==> src/rtl/word_assembler.sv <==
// word_assembler: packs accepted bytes into BYTES-wide words with a paired, wrapping address.
// Define WORD_ASSEMBLER_TIMEOUT_EN to discard partial words left idle for TIMEOUT_CYC cycles.
module word_assembler #(
   parameter int BYTES       = 2,
   parameter int ADDR_W      = 8,
   parameter int MSB_FIRST   = 1,
   parameter int TIMEOUT_CYC = 1000
) (
   input  logic                         clk,
   input  logic                         rst,
   input  logic                         in_valid,
   input  logic [7:0]                   in_data,
   output logic                         in_ready,
   input  logic                         flush,
   output logic                         out_valid,
   input  logic                         out_ready,
   output logic [8*BYTES-1:0]           data,
   output logic [ADDR_W-1:0]            addr,
   output logic [$clog2(BYTES+1)-1:0]   byte_cnt,
   output logic                         wrap,
   output logic                         timeout_err
);
   localparam int CW = $clog2(BYTES + 1);
   if (BYTES < 2 || BYTES > 8 || ADDR_W < 1 || TIMEOUT_CYC < 1) begin : g_bad_cfg
      $error("word_assembler: illegal parameter set");
   end
   typedef enum logic {COLLECT, HOLD} state_t;
   state_t state, state_nxt;
   logic [8*BYTES-1:0] stage, word_nxt;
   logic [CW-1:0] lane;
   logic accept, take, last, handshake, tmo;
   assign out_valid = state == HOLD;
   assign in_ready  = !out_valid || out_ready;
   assign accept    = in_valid && in_ready;
   assign take      = accept && !flush;
   assign last      = take && byte_cnt == CW'(BYTES - 1);
   assign handshake = out_valid && out_ready;
   assign lane      = MSB_FIRST != 0 ? CW'(BYTES - 1) - byte_cnt : byte_cnt;
   always_comb begin
      word_nxt = stage;
      word_nxt[{lane, 3'b000} +: 8] = in_data;
   end
   always_comb begin
      state_nxt = last ? HOLD : handshake ? COLLECT : state;
   end
   // The staging register keeps partial lanes off data until a full word is in.
   always_ff @(posedge clk) begin
      if (rst) begin
         state    <= COLLECT;
         byte_cnt <= '0;
         addr     <= '0;
         data     <= '0;
         stage    <= '0;
         wrap     <= 1'b0;
      end else begin
         state    <= state_nxt;
         wrap     <= handshake && &addr;
         byte_cnt <= (flush || last || tmo) ? '0 : take ? byte_cnt + 1'b1 : byte_cnt;
         if (handshake) addr <= addr + 1'b1;
         if (take) stage <= word_nxt;
         if (last) data <= word_nxt;
      end
   end
`ifdef WORD_ASSEMBLER_TIMEOUT_EN
   localparam int IW = $clog2(TIMEOUT_CYC + 1);
   logic [IW-1:0] idle_cnt;
   logic idle;
   assign idle = byte_cnt != '0 && !accept && !flush;
   assign tmo  = idle && idle_cnt == IW'(TIMEOUT_CYC - 1);
   always_ff @(posedge clk) begin
      if (rst) begin
         idle_cnt    <= '0;
         timeout_err <= 1'b0;
      end else begin
         timeout_err <= tmo;
         idle_cnt    <= (idle && !tmo) ? idle_cnt + 1'b1 : '0;
      end
   end
`else
   assign tmo         = 1'b0;
   assign timeout_err = 1'b0;
`endif
endmodule
==> config.mk <==
export PLATFORM = sky130hd
export DESIGN_NAME = word_assembler
export DESIGN_NICKNAME = d
export VERILOG_FILES = /design/src/rtl/word_assembler.sv
export SDC_FILE = /design/constraint.sdc
export NUM_CORES = 1
export LEC_CHECK = 0
export ABC_AREA = 1
export ABC_CLOCK_PERIOD_IN_PS = 1500
export CAP_MARGIN = 20
export CORE_UTILIZATION = 35
export CTS_BUF_LIST = sky130_fd_sc_hd__clkbuf_4 sky130_fd_sc_hd__clkbuf_8
export DETAILED_ROUTE_END_ITERATION = 10
export SKIP_CTS_REPAIR_TIMING = 1
export SLEW_MARGIN = 20
export SYNTH_ARGS = -nofsm -noshare
export SYNTH_HDL_FRONTEND = slang
export SYNTH_SLANG_ARGS = --single-unit
==> constraint.sdc <==
create_clock -name clk -period 1.5 [get_ports clk]
set_clock_uncertainty 0.2 [all_clocks]
set_input_delay 0.15 -clock clk [delete_from_list [all_inputs] [get_ports clk]]
set_output_delay 0.15 -clock clk [all_outputs]
set_load 0.01 [all_outputs]
**Word-level counts from Yosys, hierarchy flattened**

Cells that the tools add are included.

- Register bits after elaboration: 44
- Bits of input ports: 13
- Output and inout bits: 30

- Add/sub/neg operators: 4
- Eq/ne operators: 1
- Shift-type cells: 2
- Muxes and demuxes: 3
- Reductions and logical operators: 12

Operators by type and width:

| operator | number |
|---|---|
| $bwmux 16 | 1 |
| $shift 8x7->16 const A | 1 |
| $shiftx 8x7->16 | 1 |
| $add 8x1->8 const B | 1 |
| $reduce_and 8->1 | 1 |
| $neg 5->7 | 1 |
| $logic_and 1x1->1 | 5 |
| $add 2x1->2 const B | 1 |
| $eq 2x1->1 const B | 1 |
| $logic_not 1->1 | 2 |
| $logic_or 1x1->1 | 2 |
| $mux 1 | 2 |
| $reduce_bool 2->1 | 1 |
| $reduce_or 2->1 | 1 |
| $sub 1x2->2 const A | 1 |

**Depth between registers and ports, before layout**

- Depth in word-level cells: 7
- Mapped depth: 8
- Mapped depth without buffers: 8

**Worst setup path before layout**

Ideal clock, no wire load.

- Path kind: register to register
- Start point: register byte_cnt[0]
- End point: register stage[9]
- Setup time: 0.064 ns
- Arrival: 1.468 ns
- Setup slack: -0.232 ns
- Cell stages (with the launch flop): 8
- Period minus slack after synthesis: 1.732 ns
- Path through: dfxtp_1 -> inv_1 -> ha_1 -> nor2_1 -> nand3_1 -> nand2_1 -> nor2_1 -> nor2_1

- Word-level cells in the longest chain between the ends: 4

RTL lines:

| element | line | source |
|---|---|---|
| from (decl) | 19 | `output logic [$clog2(BYTES+1)-1:0] byte_cnt,` |
| from (signal assigned) | 58 | `byte_cnt <= (flush \|\| last \|\| tmo) ? '0 : take ? byte_cnt + 1'b1 : byte_cnt;` |
| $sub 1x2->2 * | 38 | `assign lane = MSB_FIRST != 0 ? CW'(BYTES - 1) - byte_cnt : byte_cnt;` |
| via lane[0] | 30 | `logic [CW-1:0] lane;` |
| $neg 5->7 * | 41 | `word_nxt[{lane, 3'b000} +: 8] = in_data;` |
| $shiftx 8x7->16 / $shift 8x7->16 (equally long branches) | 41 |  |
| $bwmux 16 * | 41 |  |
| to (signal assigned) | 60 | `if (take) stage <= word_nxt;` |
| to (decl) | 29 | `logic [8*BYTES-1:0] stage, word_nxt;` |

Mark *: on every way through the listed nets, which the timed path passes. The rest lies on a longest branch.
A chain may end at the register's enable or synchronous reset.

**Worst setup path in the final report**

Ends and elaborated chain as after synthesis.

==> metrics.txt <==
fmax=0.630 GHz; Syn Area/Cell=6.68 sq um; final setup TNS=-649 ps; htree depth=2; sequential share of the synthesized area=41.7%; yosys warns=0; Die Span Y=72.3 um; DRT iter0 DRCs=43; total clock sinks=36; Avg Vias per Cell=4.41; CTS tree=done; static leakage=1.61 nW; Crit Path Class=flip-flop to flip-flop; # IOs=43; fillcell total=465; via count=1,688; Final HPWL DP=2820 um; Synth-to-Final Area Change=51.4%; cell area power density=735 mW/mm^2; number of routed nets with antenna violations=0; WHS Path Cells=4; Hold Crit Class=primary input to flip-flop; row count=25; first-pass GRT wire length=6470 um; core area=0.00472 sq mm; DP Worst Slack=-254 ps; overall power=1.92 mW; die area=0.00523 sq mm; largest fanout on the critical path=8; TritonCTS Buffers=5; Req. time, crit path=1530 ps; initial core utilization=36.6%; setup ws final=-87.9 ps; DR WL/cell=10.5 um; RSZ-0062 raised after global routing=yes; Post-layout nets=332; largest net degree at the start of global routing=19; Congestion Overflow GR=0; R2R setup slack=-90 ps; CP startpoint kind=flip-flop; clock-pin slew on the worst setup and hold paths=70 ps; crit share post-route=106%; crit end category=flip-flop; CP arrival=1620 ps; reg2reg end=stage[9]; fraction of layout cells with a size suffix above 1=20.9%; hold path endpoint=addr[1]; Synth cell types=21; later-pin clock latency in the skew report=290 ps; Bufs on Longest Clock Path=2; Register-to-Register Path Depth=7; Synth Net Count=276; final setup fails=16; Die Wd=72.3 um; hold path startpoint=out_ready; Synth Instances=259; PortBufs=41; worst r2r src=byte_cnt[0]; GRT Resource Usage Total=16.1%; Worst Hold Slack=97.2 ps; Cell Area, Synth=0.00173 sq mm; Peak VDD IR=399 uV; number of synthesized register bits=36; ant diodes=0; # DRC=0; final hold viol count=0; drt pass-1 iters=4; failing checks=setup timing; vias in the first global route=1,474; initial antenna violation count=0; min cycle time layout=1590 ps; Placer Congestion=0.796; status=complete, but fails checks; Pins Over Slew Limit=0; drt total wl=4000 um; max cap viols=0; Root Buffer Master=clkbuf_8
==> per-stage QoR <==
stage                     util (%)  std cells  cell area [sq um]
after CTS                     51.1        383               2410
after floorplan                  -        259               1740
after detailed placement      49.2        375               2330
after global routing          55.4        383               2620
final                         55.4        383               2620
after global placement        49.2        375               2330
==> flip-flops by register name, summed over array words and instances, names as in the netlist <==
signal     cells
out_valid      1
wrap           1
stage          8
addr           8
data          16
byte_cnt       2
==> area by class of cell <==
class	count	area (sq um)	area share, %
clock buffers	7	83.8	3.20
clock inverters	1	5.00	0.191
inverters	36	140	5.35
multi-input cells	176	932	35.6
flip-flops and latches	36	727	27.8
well taps	67	83.8	3.20
repair buffers	60	647	24.7
==> cells in the mapped netlist <==
cell	instances	area share, %
nand4_1	4	1.4
buf_4	3	1.3
nand2_4	1	0.65
nor2_2	1	0.36
clkinv_1	1	0.22
inv_1	32	6.9
inv_2	3	0.65
nor2_1	40	8.7
nor2_4	1	0.65
dfxtp_1	36	42
buf_6	3	2.0
nand2_1	78	17
buf_2	3	0.87
clkbuf_1	2	0.43
a21oi_1	22	6.4
nand3_4	1	1.0
nand3_1	19	5.5
conb_1	1	0.22
o21ai_0	3	0.87
nand2_2	1	0.36
ha_1	4	2.9
==> per-layer routing <==
metal | part of all wire, % | vias up | wire length, um | global-route usage, %
met5 | 0 | - | 0 | 0
met4 | 2.4 | 0 | 97 | 7.41
met3 | 4.7 | 8 | 189 | 3.89
met2 | 45 | 39 | 1820 | 25.6
met1 | 47 | 738 | 1900 | 20.7
li1 | - | 903 | - | -
==> kinds of logic after synthesis <==
logic type	after synthesis	share of synthesized area [%]
AO/OA/AOI/OAI	25	7.24
adder cells (fa/ha/maj)	4	2.89
buffers and inverters	47	12.4
other	1	0.217
flip-flops	36	41.7
AND/OR/NAND/NOR	146	35.6
==> placed cells by master, fill, tap and decap left out, types with 3 or more instances in the layout <==
cell type / count
a21oi_1: 20
nor2_2: 3
nand2_1: 75
nor2_4: 4
o21ai_0: 3
nand3_2: 13
nor2_1: 35
inv_2: 3
nand3_1: 6
buf_4: 16
dlymetal6s2s_1: 28
nand4_1: 4
inv_1: 30
clkdlybuf4s50_1: 12
clkbuf_8: 5
dfxtp_1: 33
nand2_2: 3
==> how the worst max path moves through the flow <==
stage                      from          end  depth (start not counted)
global placement      out_ready     in_ready                          4
CTS                 byte_cnt[0]  byte_cnt[0]                          3
finish              byte_cnt[0]     stage[9]                          7
global route        byte_cnt[0]     data[11]                          7
floorplan           byte_cnt[0]      data[0]                          6
detailed placement    out_ready     in_ready                          4
==> critical path, cell delays in order, from the launching register on <==
cell     delay (ps)
dfxtp_4         380
inv_4            40
ha_4            250
nor2_4          270
nand3_2         150
nand2_2         110
nor2_2           40
nor2_1           80
==> power by group <==
part / total (mW) / switching, mW / leakage (nW) / internal [mW]
Combinational: 0.244 / 0.135 / 1.27 / 0.109
Sequential: 0.986 / 0.0110 / 0.293 / 0.975
Clock: 0.696 / 0.334 / 0.0491 / 0.362
No activity file was read; power rests on OpenSTA's default activity.
